## src/rtl/hit_judge_pkg.sv

```systemverilog
// Shared definitions for the hit judge stage: judgement codes, FSM state
// encoding, colour codes and saturating arithmetic helpers.
package hit_judge_pkg;

  // judge_result codes driven to the display
  typedef enum logic [1:0] {
    JR_NONE    = 2'd0,
    JR_PERFECT = 2'd1,
    JR_GOOD    = 2'd2,
    JR_MISS    = 2'd3
  } judge_t;

  // Judge FSM states
  typedef enum logic [1:0] {
    ST_ARMED    = 2'd0,
    ST_DELETE   = 2'd1,
    ST_WAIT_CLR = 2'd2,
    ST_LOCKED   = 2'd3
  } state_t;

  // Colour codes, also used as bit positions in {blue, red} vectors
  localparam logic [1:0] COL_RED  = 2'd1;
  localparam logic [1:0] COL_BLUE = 2'd2;

  // 16-bit add clamped at all-ones
  function automatic logic [15:0] sat_add16(input logic [15:0] a,
                                            input logic [15:0] b);
    logic [16:0] s;
    s = {1'b0, a} + {1'b0, b};
    return s[16] ? 16'hFFFF : s[15:0];
  endfunction

  // 10-bit increment clamped at 1023
  function automatic logic [9:0] sat_inc10(input logic [9:0] a);
    return (a == 10'd1023) ? a : a + 10'd1;
  endfunction

endpackage

```

## src/rtl/hit_judge_btn_debounce.sv

```systemverilog
// btn_debounce: 2-FF synchroniser, debounce counter and rising-edge detect
// for one raw push button.
//   clk_i    system clock
//   rst_i    asynchronous reset, active-high
//   btn_i    raw asynchronous button level, active-high
//   press_o  one-cycle pulse on each accepted press
// Latency from a clean raw edge to press_o is 2 + DB_CYCLES + 1 cycles.
module btn_debounce #(
  parameter logic [19:0] DB_CYCLES = 20'd499999
) (
  input  logic clk_i,
  input  logic rst_i,
  input  logic btn_i,
  output logic press_o
);

  logic        sync1_q, sync2_q;
  logic        level_q, level_d;
  logic        prev_q;
  logic        primed_q, primed_d;
  logic [1:0]  fill_q;
  logic [19:0] cnt_q, cnt_d;

  always_ff @(posedge clk_i or posedge rst_i) begin
    if (rst_i) begin
      sync1_q  <= 1'b0;
      sync2_q  <= 1'b0;
      fill_q   <= '0;
      level_q  <= 1'b0;
      cnt_q    <= '0;
      prev_q   <= 1'b0;
      primed_q <= 1'b0;
    end else begin
      sync1_q  <= btn_i;
      sync2_q  <= sync1_q;
      fill_q   <= {fill_q[0], 1'b1};
      level_q  <= level_d;
      cnt_q    <= cnt_d;
      prev_q   <= level_q;
      primed_q <= primed_d;
    end
  end

  always_comb begin
    level_d = level_q;
    cnt_d   = '0;
    if (sync2_q != level_q) begin
      if (cnt_q == DB_CYCLES) level_d = sync2_q;
      else                    cnt_d   = cnt_q + 20'd1;
    end
  end

  // A button held through reset must be seen released once the synchroniser
  // holds real post-reset samples before any press is reported.
  always_comb primed_d = primed_q | (fill_q[1] & ~sync2_q);

  assign press_o = level_q & ~prev_q & primed_q;

endmodule

```

## src/rtl/hit_judge.sv

```systemverilog
// hit_judge: player-input judge stage downstream of the note shifter.
// Debounces the red/blue buttons, compares each press with the note at the
// judge position, pulses delete on a correct hit and keeps score, hit/miss
// counts and the last judgement for display.
//   clk, rst                  clock, asynchronous active-high reset
//   red_button, blue_button   raw hit buttons
//   note_R_judge/note_B_judge note present at judge position
//   offset                    note phase 0..6
//   finish                    song-finished level (locks judging)
//   clear                     1-cycle pulse zeroing score and counters
//   delete                    1-cycle pulse removing the judged note
//   score, hit_cnt, miss_cnt  saturating counters
//   judge_result              0 NONE, 1 PERFECT, 2 GOOD, 3 MISS
module hit_judge
  import hit_judge_pkg::*;
#(
  parameter logic [19:0] DB_CYCLES   = 20'd499999,
  parameter logic [2:0]  PERFECT_LO  = 3'd2,
  parameter logic [2:0]  PERFECT_HI  = 3'd4,
  parameter logic [15:0] PERFECT_PTS = 16'd3,
  parameter logic [15:0] GOOD_PTS    = 16'd1,
  parameter logic [23:0] HOLD_CYCLES = 24'd9999999,
  parameter logic [16:0] WAIT_MAX    = 17'd29999
) (
  input  logic        clk,
  input  logic        rst,
  input  logic        red_button,
  input  logic        blue_button,
  input  logic        note_R_judge,
  input  logic        note_B_judge,
  input  logic [2:0]  offset,
  input  logic        finish,
  input  logic        clear,
  output logic        delete,
  output logic [15:0] score,
  output logic [9:0]  hit_cnt,
  output logic [9:0]  miss_cnt,
  output logic [1:0]  judge_result
);

  logic        press_r, press_b;
  logic [1:0]  press_vec, note_vec;
  logic        perfect;

  state_t      state_q, state_d;
  logic [15:0] score_q, score_d;
  logic [9:0]  hit_q, hit_d;
  logic [9:0]  miss_q, miss_d;
  judge_t      res_q, res_d;
  logic [23:0] hold_q, hold_d;
  logic [16:0] wd_q, wd_d;
  logic        load;
  judge_t      load_val;

  btn_debounce #(.DB_CYCLES(DB_CYCLES)) u_red (
    .clk_i   (clk),
    .rst_i   (rst),
    .btn_i   (red_button),
    .press_o (press_r)
  );

  btn_debounce #(.DB_CYCLES(DB_CYCLES)) u_blue (
    .clk_i   (clk),
    .rst_i   (rst),
    .btn_i   (blue_button),
    .press_o (press_b)
  );

  always_ff @(posedge clk or posedge rst) begin
    if (rst) begin
      state_q <= ST_ARMED;
      score_q <= '0;
      hit_q   <= '0;
      miss_q  <= '0;
      res_q   <= JR_NONE;
      hold_q  <= '0;
      wd_q    <= '0;
    end else begin
      state_q <= state_d;
      score_q <= score_d;
      hit_q   <= hit_d;
      miss_q  <= miss_d;
      res_q   <= res_d;
      hold_q  <= hold_d;
      wd_q    <= wd_d;
    end
  end

  always_comb begin
    press_vec = {press_b, press_r};
    note_vec  = {note_B_judge, note_R_judge};
    perfect   = (offset >= PERFECT_LO) && (offset <= PERFECT_HI);

    state_d  = state_q;
    score_d  = score_q;
    hit_d    = hit_q;
    miss_d   = miss_q;
    wd_d     = '0;
    load     = 1'b0;
    load_val = JR_NONE;

    case (state_q)
      ST_ARMED: begin
        if (finish) begin
          state_d = ST_LOCKED;
        end else if (press_vec == (COL_RED | COL_BLUE)) begin
          load     = 1'b1;
          load_val = JR_MISS;
        end else if ((press_vec & note_vec) != 2'b00) begin
          load  = 1'b1;
          hit_d = sat_inc10(hit_q);
          if (perfect) begin
            load_val = JR_PERFECT;
            score_d  = sat_add16(score_q, PERFECT_PTS);
          end else begin
            load_val = JR_GOOD;
            score_d  = sat_add16(score_q, GOOD_PTS);
          end
          state_d = ST_DELETE;
        end else if ((press_vec != 2'b00) && (note_vec != 2'b00)) begin
          load     = 1'b1;
          load_val = JR_MISS;
          miss_d   = sat_inc10(miss_q);
        end
      end
      ST_DELETE: state_d = ST_WAIT_CLR;
      ST_WAIT_CLR: begin
        // Finish raised during DELETE/WAIT_CLR takes effect at this exit.
        if ((note_vec == 2'b00) || (wd_q == WAIT_MAX))
          state_d = finish ? ST_LOCKED : ST_ARMED;
        else
          wd_d = wd_q + 17'd1;
      end
      ST_LOCKED: if (!finish) state_d = ST_ARMED;
      default:   state_d = ST_ARMED;
    endcase

    // clear overrides any same-cycle counter update; the delete still issues
    if (clear) begin
      score_d = '0;
      hit_d   = '0;
      miss_d  = '0;
    end
  end

  always_comb begin
    res_d  = res_q;
    hold_d = hold_q;
    if (load) begin
      res_d  = load_val;
      hold_d = '0;
    end else if (res_q != JR_NONE) begin
      if (hold_q == HOLD_CYCLES) begin
        res_d  = JR_NONE;
        hold_d = '0;
      end else begin
        hold_d = hold_q + 24'd1;
      end
    end
  end

  assign delete       = (state_q == ST_DELETE);
  assign score        = score_q;
  assign hit_cnt      = hit_q;
  assign miss_cnt     = miss_q;
  assign judge_result = res_q;

endmodule

```

## config.mk

```make
export PLATFORM = sky130hd
export DESIGN_NAME = hit_judge
export DESIGN_NICKNAME = d
export VERILOG_FILES = /design/src/rtl/hit_judge_pkg.sv /design/src/rtl/hit_judge_btn_debounce.sv /design/src/rtl/hit_judge.sv
export SDC_FILE = /design/constraint.sdc
export NUM_CORES = 1
export LEC_CHECK = 0
export ABC_CLOCK_PERIOD_IN_PS = 2650
export CAP_MARGIN = 20
export CORE_ASPECT_RATIO = 0.9
export CORE_MARGIN = 3
export CORE_UTILIZATION = 54
export CTS_BUF_LIST = sky130_fd_sc_hd__clkbuf_4 sky130_fd_sc_hd__clkbuf_8 sky130_fd_sc_hd__clkbuf_16
export CTS_CLUSTER_SIZE = 30
export DETAILED_ROUTE_END_ITERATION = 6
export MAX_ROUTING_LAYER = met4
export PLACE_DENSITY = 0.86
export RECOVER_POWER = 100
export SYNTH_ARGS = -nofsm -noshare
export SYNTH_HDL_FRONTEND = slang
export SYNTH_HIERARCHICAL = 1
export SYNTH_SLANG_ARGS = --single-unit
```

## constraint.sdc

```tcl
create_clock -name clk -period 2.65 [get_ports clk]
set_input_delay 0.53 -clock clk [delete_from_list [all_inputs] [get_ports clk]]
set_output_delay 0.53 -clock clk [all_outputs]
set_load 0.01 [all_outputs]
```

# Word level (Yosys, flattened, before mapping)
# Index checks and enable logic that the tools add are counted.
# Widths: inputs -> output; s select.
# word_totals
register_bits,135
input_bits,11
out_inout_bits,39
word_cells,137
# classes
add_sub_neg,8
order_cmp,2
eq_ne,21
mux,51
bitwise_logic,13
reduce_logical,21
# op_table
operator,count
$mux 10,13
$mux 16,8
$mux 20,4
$mux 24,3
$add 20x1->20 const B,2
$eq 20x19->1 const B,2
$mux 17,2
$mux 2,15
$add 24x1->24 const B,1
$eq 24x24->1 const B,1
$add 10x1->10 const B,2
$eq 10x10->1 const B,2
$reduce_bool 2->1,9
$add 16x1->17 const B,1
$add 16x2->17 const B,1
$add 17x1->17 const B,1
$eq 17x15->1 const B,1
$ne 2x2->1 const B,6
$pmux 2 s4,1
$reduce_and 4->1,2
$and 1x1->1,6
$eq 2x2->1 const B,3
$ne 3x3->1 const B,2
$reduce_and 2->1,3
other kinds (14),25

# Logic depth before layout (Yosys ltp)
# depth
word_depth,12
depth_mapped,9
ltp_nobuf,7

# By module
# Netlist, hierarchy kept.
# by_module_without_submodules
module,instances,cells_per_inst,area_per_inst_um2,seq_area_each_um2
hit_judge,1,528,4743.3,2026.9
btn_debounce,2,122,1258.7,675.6

# Least setup slack after synthesis
# OpenSTA, ideal clock, no wires.
# synth_path
path_type,reg-to-reg
start,"reg score_q[1], in the netlist score[1]"
end,"reg score_q[9], in the netlist score[9]"
setup_ns,0.067
arrival_ns,2.184
required_ns,2.583
setup_slack_ns,0.399
stages_incl_launch_ff,10
path_buffers,2
period_less_slack_ns,2.251
cell_sequence,dfrtp_1 > clkbuf_1 > inv_1 > ha_1 > nand3b_1 > or4_1 > buf_2 > and2_4 > a221oi_2 > a32o_1
# synth_between
elab_chain_cells,8
elab_cells_between_ends,10
classes_between,2 x add/sub; 8 x mux
# synth_lines
item,line_no,text
from (decl),hit_judge.sv:46,"logic [15:0] score_q, score_d;"
from (signal assigned),hit_judge.sv:80,score_q <= score_d;
$add 16x1->17 or $add 16x2->17 (tied branches),hit_judge_pkg.sv:29,"s = {1'b0, a} + {1'b0, b};"
$mux 16,hit_judge_pkg.sv:30,return s[16] ? 16'hFFFF : s[15:0];
$mux 16 (*),hit_judge.sv:112,if (perfect) begin
$mux 16 (*),hit_judge.sv:109,end else if ((press_vec & note_vec) != 2'b00) begin
$mux 16 (*),hit_judge.sv:106,end else if (press_vec == (COL_RED | COL_BLUE)) begin
$mux 16 (*),hit_judge.sv:104,if (finish) begin
$mux 16 (*),hit_judge.sv:102,case (state_q)
$mux 16 (*),hit_judge.sv:139,if (clear) begin
# Mark *: on every way between the ends. The rest lies on a longest branch, timed or not. The select of a mux whose other input is x is not followed.
# A chain may end at the register's enable or synchronous reset.

# Final worst setup path
# layout_path
start,"reg score_q[1], in the netlist score[1]"
end,"reg score_q[7], in the netlist score[7]"
# The elaborated chain is that of the path after synthesis.

==> impl_metrics.env <==
export IMPL_end_kind="flop"
export IMPL_cp_required_ns=2.99
export IMPL_n_fill_cell=1009
export IMPL_synth_main_ff_cell="dfrtp_1"
export IMPL_antenna_found_initial=0
export IMPL_dieArea_um2=14900
export IMPL_area_delta_synth_final_pct=17.2
export IMPL_grt_pass1_vias=5846
export IMPL_cts_resized=0
export IMPL_maxSlewViolCount=0
export IMPL_seq_area_frac_synth=0.465
export IMPL_max_freq_ghz=0.412
export IMPL_synth_edf_count=0
export IMPL_drv_cap=0
export IMPL_syn_area_um2=7260
export IMPL_vdd_drop_max_uv=437
export IMPL_power_density_nw_per_um2=598
export IMPL_ys_seq_elements=135
export IMPL_row_count=39
export IMPL_regArea_um2=3380
export IMPL_hold_buffers=0
export IMPL_core_area_um2=12900
export IMPL_cts_tree="built"
export IMPL_initial_core_util=0.561
export IMPL_drt_iter0_markers=571
export IMPL_timing_final_crit_period_ns=2.43
export IMPL_synthCells=772
export IMPL_layout_nets=854
export IMPL_worstMarginPinSlew_ns=1.45
export IMPL_cts_htree_levels=4
export IMPL_hold_viol_final=0
export IMPL_clk_pin_slew_ns=0.06
export IMPL_grt_overflow=0
export IMPL_grt_pass1_wl_um=28700
export IMPL_cts_buffer_depth=2
export IMPL_syn_avg_cell_area_um2=9.41
export IMPL_most_common_layout_cells="135 x dfrtp_1, 111 x nor2_1, 53 x nand2_1, 51 x xnor2_1, 46 x nand3_1"
export IMPL_setup_violations=0
export IMPL_root_buffer="clkbuf_16"
export IMPL_post_drt_wl_per_cell_um=16.7
export IMPL_cts_made_buffers=17
export IMPL_fin_crit_sh=0.916
export IMPL_multi_input_area_um2=3570
export IMPL_drive_gt1_frac=0.0816
export IMPL_p_leak_nw=3.52
export IMPL_dieHeight_um=116
export IMPL_run_status="completed"
export IMPL_critPathKind="reg2reg"
export IMPL_async_flop_share=1.00
export IMPL_n_antenna_cell=0
export IMPL_drtAntennaViolNets=0
export IMPL_arrival_ns=2.76
export IMPL_post_cts_buffers=0
export IMPL_grt_use_total=0.246
export IMPL_dr_pass1_iters=5
export IMPL_avgViaCountPerCell=6.00
export IMPL_routed_wl_um=16900
export IMPL_rsz0062_at_grt="no"
export IMPL_final_common_cell="dfrtp_1"
export IMPL_hp_class="reg2reg"
export IMPL_io_pins=50
export IMPL_grt_start_max_net_pins=82
export IMPL_drc_errors=0
export IMPL_cp_max_fo=12
export IMPL_routabilityCongestion=0.949
export IMPL_syn_nets=791
export IMPL_clk_latency_ns=0.41
export IMPL_synthDistinctLibCells=69
export IMPL_vias=6058
export IMPL_dp_hpwl_um=11000
export IMPL_die_w_um=128
export IMPL_cp_start_kind="flop"
export IMPL_cts_sinks=135
export IMPL_finalPower_mw=5.09
export IMPL_io_buffers=49
export IMPL_setup_tns_ns=0
export IMPL_slew_headroom=0.0339
export IMPL_finClkSkew_ns=0.00701
export IMPL_ys_warnings_count=6
==> power breakdown <==
part           total (mW)  internal, mW  switching, mW
logic               0.405         0.149          0.255
clock network        2.44          1.58          0.859
registers            2.25          2.15          0.101
==> worst paths after layout <==
| kind | start | endpoint | slack, ns | depth (start not counted) |
|---|---|---|---|---|
| min in group asynchronous | rst | miss_cnt[8] | 1.03 | 3 |
| max in group asynchronous | rst | u_red/prev_q | 0.69 | 3 |
| min | u_red/fill_q[0] | u_red/fill_q[1] | 0.35 | 0 |
| min reg2reg | u_red/fill_q[0] | u_red/fill_q[1] | 0.35 | 0 |
| max reg2reg | score[1] | score[7] | 0.22 | 7 |
| max | score[1] | score[7] | 0.22 | 7 |
==> sequential cells by signal (all words and copies together) (netlist names), 10 cells and up <==
signal,flops
wd_q,17
miss_cnt,10
hit_cnt,10
u_blue/cnt_q,20
hold_q,24
u_red/cnt_q,20
score,16
==> cell type report <==
class,instances,area share
multi-input combinational,580,0.419
clock buffer,23,0.0575
timing repair buffer,76,0.0773
inverter,25,0.0112
clock inverter,7,0.0141
tap,164,0.0241
sequential,135,0.397
==> synthesized netlist by cell type, types with 4 or more instances <==
cell | instances | area share
nand3_1 | 45 | 0.031
xor2_1 | 30 | 0.036
nor4_1 | 21 | 0.018
a31oi_1 | 4 | 0.0034
ha_1 | 8 | 0.014
or4_4 | 4 | 0.0062
buf_4 | 4 | 0.0041
nand4_1 | 39 | 0.034
mux2i_1 | 5 | 0.0069
a21o_1 | 4 | 0.0041
nor2b_1 | 5 | 0.0043
and3_1 | 8 | 0.0069
xnor2_1 | 51 | 0.062
a21oi_1 | 26 | 0.018
buf_6 | 4 | 0.0062
and2_1 | 6 | 0.0052
o21ai_0 | 21 | 0.014
inv_1 | 24 | 0.012
and4_1 | 6 | 0.0072
nand2_1 | 53 | 0.027
or3_1 | 15 | 0.013
clkbuf_1 | 10 | 0.0052
buf_2 | 9 | 0.0062
nand3b_1 | 6 | 0.0062
nor3_1 | 38 | 0.026
o211ai_1 | 6 | 0.0062
dfrtp_1 | 135 | 0.47
nor2_1 | 111 | 0.057
nor3b_1 | 5 | 0.0052
==> critical path, stage by stage, from the launching register on <==
cell	delay [ns]
dfrtp_1	0.59
inv_1	0.09
ha_1	0.20
nand3b_1	0.14
or4_1	0.61
and2_4	0.26
a221oi_2	0.29
o2bb2ai_1	0.15
==> metal layers <==
layer / global-route usage / wire length, um / share of wire / up-vias
li1: - / - / - / 2891
met5: - / 0 / 0 / -
met2: 0.392 / 8250 / 0.49 / 205
met3: 0.0479 / 963 / 0.057 / 28
met1: 0.321 / 7370 / 0.44 / 2934
met4: 0.0785 / 304 / 0.018 / 0
==> logic make-up (layout without fill, tap and decap cells) <==
logic type	after synthesis	after routing	synth area share
buf+inv	57	131	0.0377
simple gates	382	382	0.275
fa+ha+maj	8	8	0.0138
xor+xnor	81	81	0.0977
mux	7	7	0.00999
compound gates	100	100	0.0999
other cells	2	2	0.00103
flops	135	135	0.465
==> per-stage QoR <==
stage	utilization	setup WS [ns]	cells	hold slack, ns	area [um2]
finish	0.658	0.224	1010	0.348	8510
global route	0.658	0.0932	1010	0.357	8510
detailed placement	0.619	0.0154	980	0.336	8010
CTS	0.666	0.268	1010	0.349	8610
global placement	0.619	0.0445	980	0.332	8010
floorplan	-	0.0399	772	0.331	7260
No activity file was read; power rests on OpenSTA's default activity.
==> RTL change (config.mk and constraints unchanged) <==
`hold_q` no longer has a reset.
--- a/src/rtl/hit_judge.sv
+++ b/src/rtl/hit_judge.sv
@@ -73,7 +73,6 @@
       hit_q   <= '0;
       miss_q  <= '0;
       res_q   <= JR_NONE;
-      hold_q  <= '0;
       wd_q    <= '0;
     end else begin
       state_q <= state_d;
@@ -81,9 +80,12 @@
       hit_q   <= hit_d;
       miss_q  <= miss_d;
       res_q   <= res_d;
-      hold_q  <= hold_d;
       wd_q    <= wd_d;
     end
+  end
+
+  always_ff @(posedge clk) begin
+    hold_q <= hold_d;
   end
 
   always_comb begin
Formal check against the unedited RTL: no difference found for any inputs over 10 cycles, from zero or initial values and one cycle with rst high; that may be too few to reach the edited logic, so the function may still have changed.
==> RTL change against the unedited design <==
- total power shrank 0.40%
- sequential share of layout area grew 0.92 points
- setup slack better by 0.0022 ns
- synthesized area fell by 5.7%
- via count fell by 6.4%
- wire length fell by 9.6%
- clock skew about the same
- sequential cell count unchanged
- final area fell by 5.7%
- hold slack gained 0.0047 ns
- first-iteration DRC count is 12% lower
- critical path type unchanged
- largest cell class unchanged
==> RTL change: results (changes against the unedited design) <==
* Post-synthesis mux area share at 0.621% (-0.38 points)
* Hold EP: u_blue/sync2_q
* Fraction of standard cell area in multi-input logic at 40.8% (-1.1 points)
* Max rail drop VDD at 558 uV (+28%)
* Syn nets at 743 (-6.1%)
* First-pass GRT wire length at 26000 um (-9.6%)
* Filler instances at 932 (-7.6%)
* Routed WL at 15300 um (-9.6%)
* Final Power at 5.07 mW (-0.40%)
* Clock buf/inv share at 7.49% (+0.33 points)
* Final hold slack at 0.352 ns (+0.00474 ns)
* Synth top area cells: dfrtp_1, dfxtp_1, xnor2_1
* Gr usage total at 23.1% (-1.5 points)
* Hold_sp: u_blue/sync1_q
* #MultiIn Comb at 542 (-6.6%)
* Flop pwr share at 44.8% (+0.6 points)
* Non-CTS inverters at 28 (+12%)
* Final GP Congestion at 0.894 (-5.8%)
* Internal Pwr Total at 3.86 mW (-0.45%)
* Post-synth ARST share at 82.2% (-18 points)
* Post-Synth XOR/XNOR Area at 10.6% (+0.84 points)
* Status: completed
* Setup crit end: u_red/cnt_q[14]
* Mean routed wirelength per cell at 15.9 um (-5.1%)
* Synth unique cells at 67 (-2.9%)
* Adder-cell share of the synthesized area at 1.46% (+0.083 points)
* R2R depth at 5 (-2)
* Fin Clk Skew at 0.00679 ns (-0.000216 ns)
* Nets at 809 (-5.3%)
* Fin crit period at 2.42 ns (-0.00225 ns)
[RTL change: cell count changes after synthesis, moves of 5 or more]
| cell | unedited run | this run |
|---|---|---|
| nand4_1 | 39 | 24 |
| dfrtp_1 | 135 | 111 |
| dfxtp_1 | 0 | 24 |
| buf_2 | 9 | 3 |
| nand2_1 | 53 | 44 |
| or3_1 | 15 | 8 |
| clkbuf_1 | 10 | 5 |
[RTL change: logic make-up (layout without fill, tap and decap cells)]
group	count (synthesis)	after routing
other	2	2
multiplexers	4	4
AND/OR/NAND/NOR	354	354
adder cells (fa/ha/maj)	8	8
flip-flops	135	135
buffers and inverters	47	125
AO/OA/AOI/OAI	91	91
XOR/XNOR	83	83
[RTL change: routing by layer]
layer | GRT usage (%) | wire length [um] | up-vias
met2 | 37.4 | 7520 | 194
met5 | - | 0 | -
met3 | 4.67 | 814 | 31
met4 | 9.93 | 325 | 0
met1 | 28.6 | 6610 | 2752
li1 | - | - | 2696
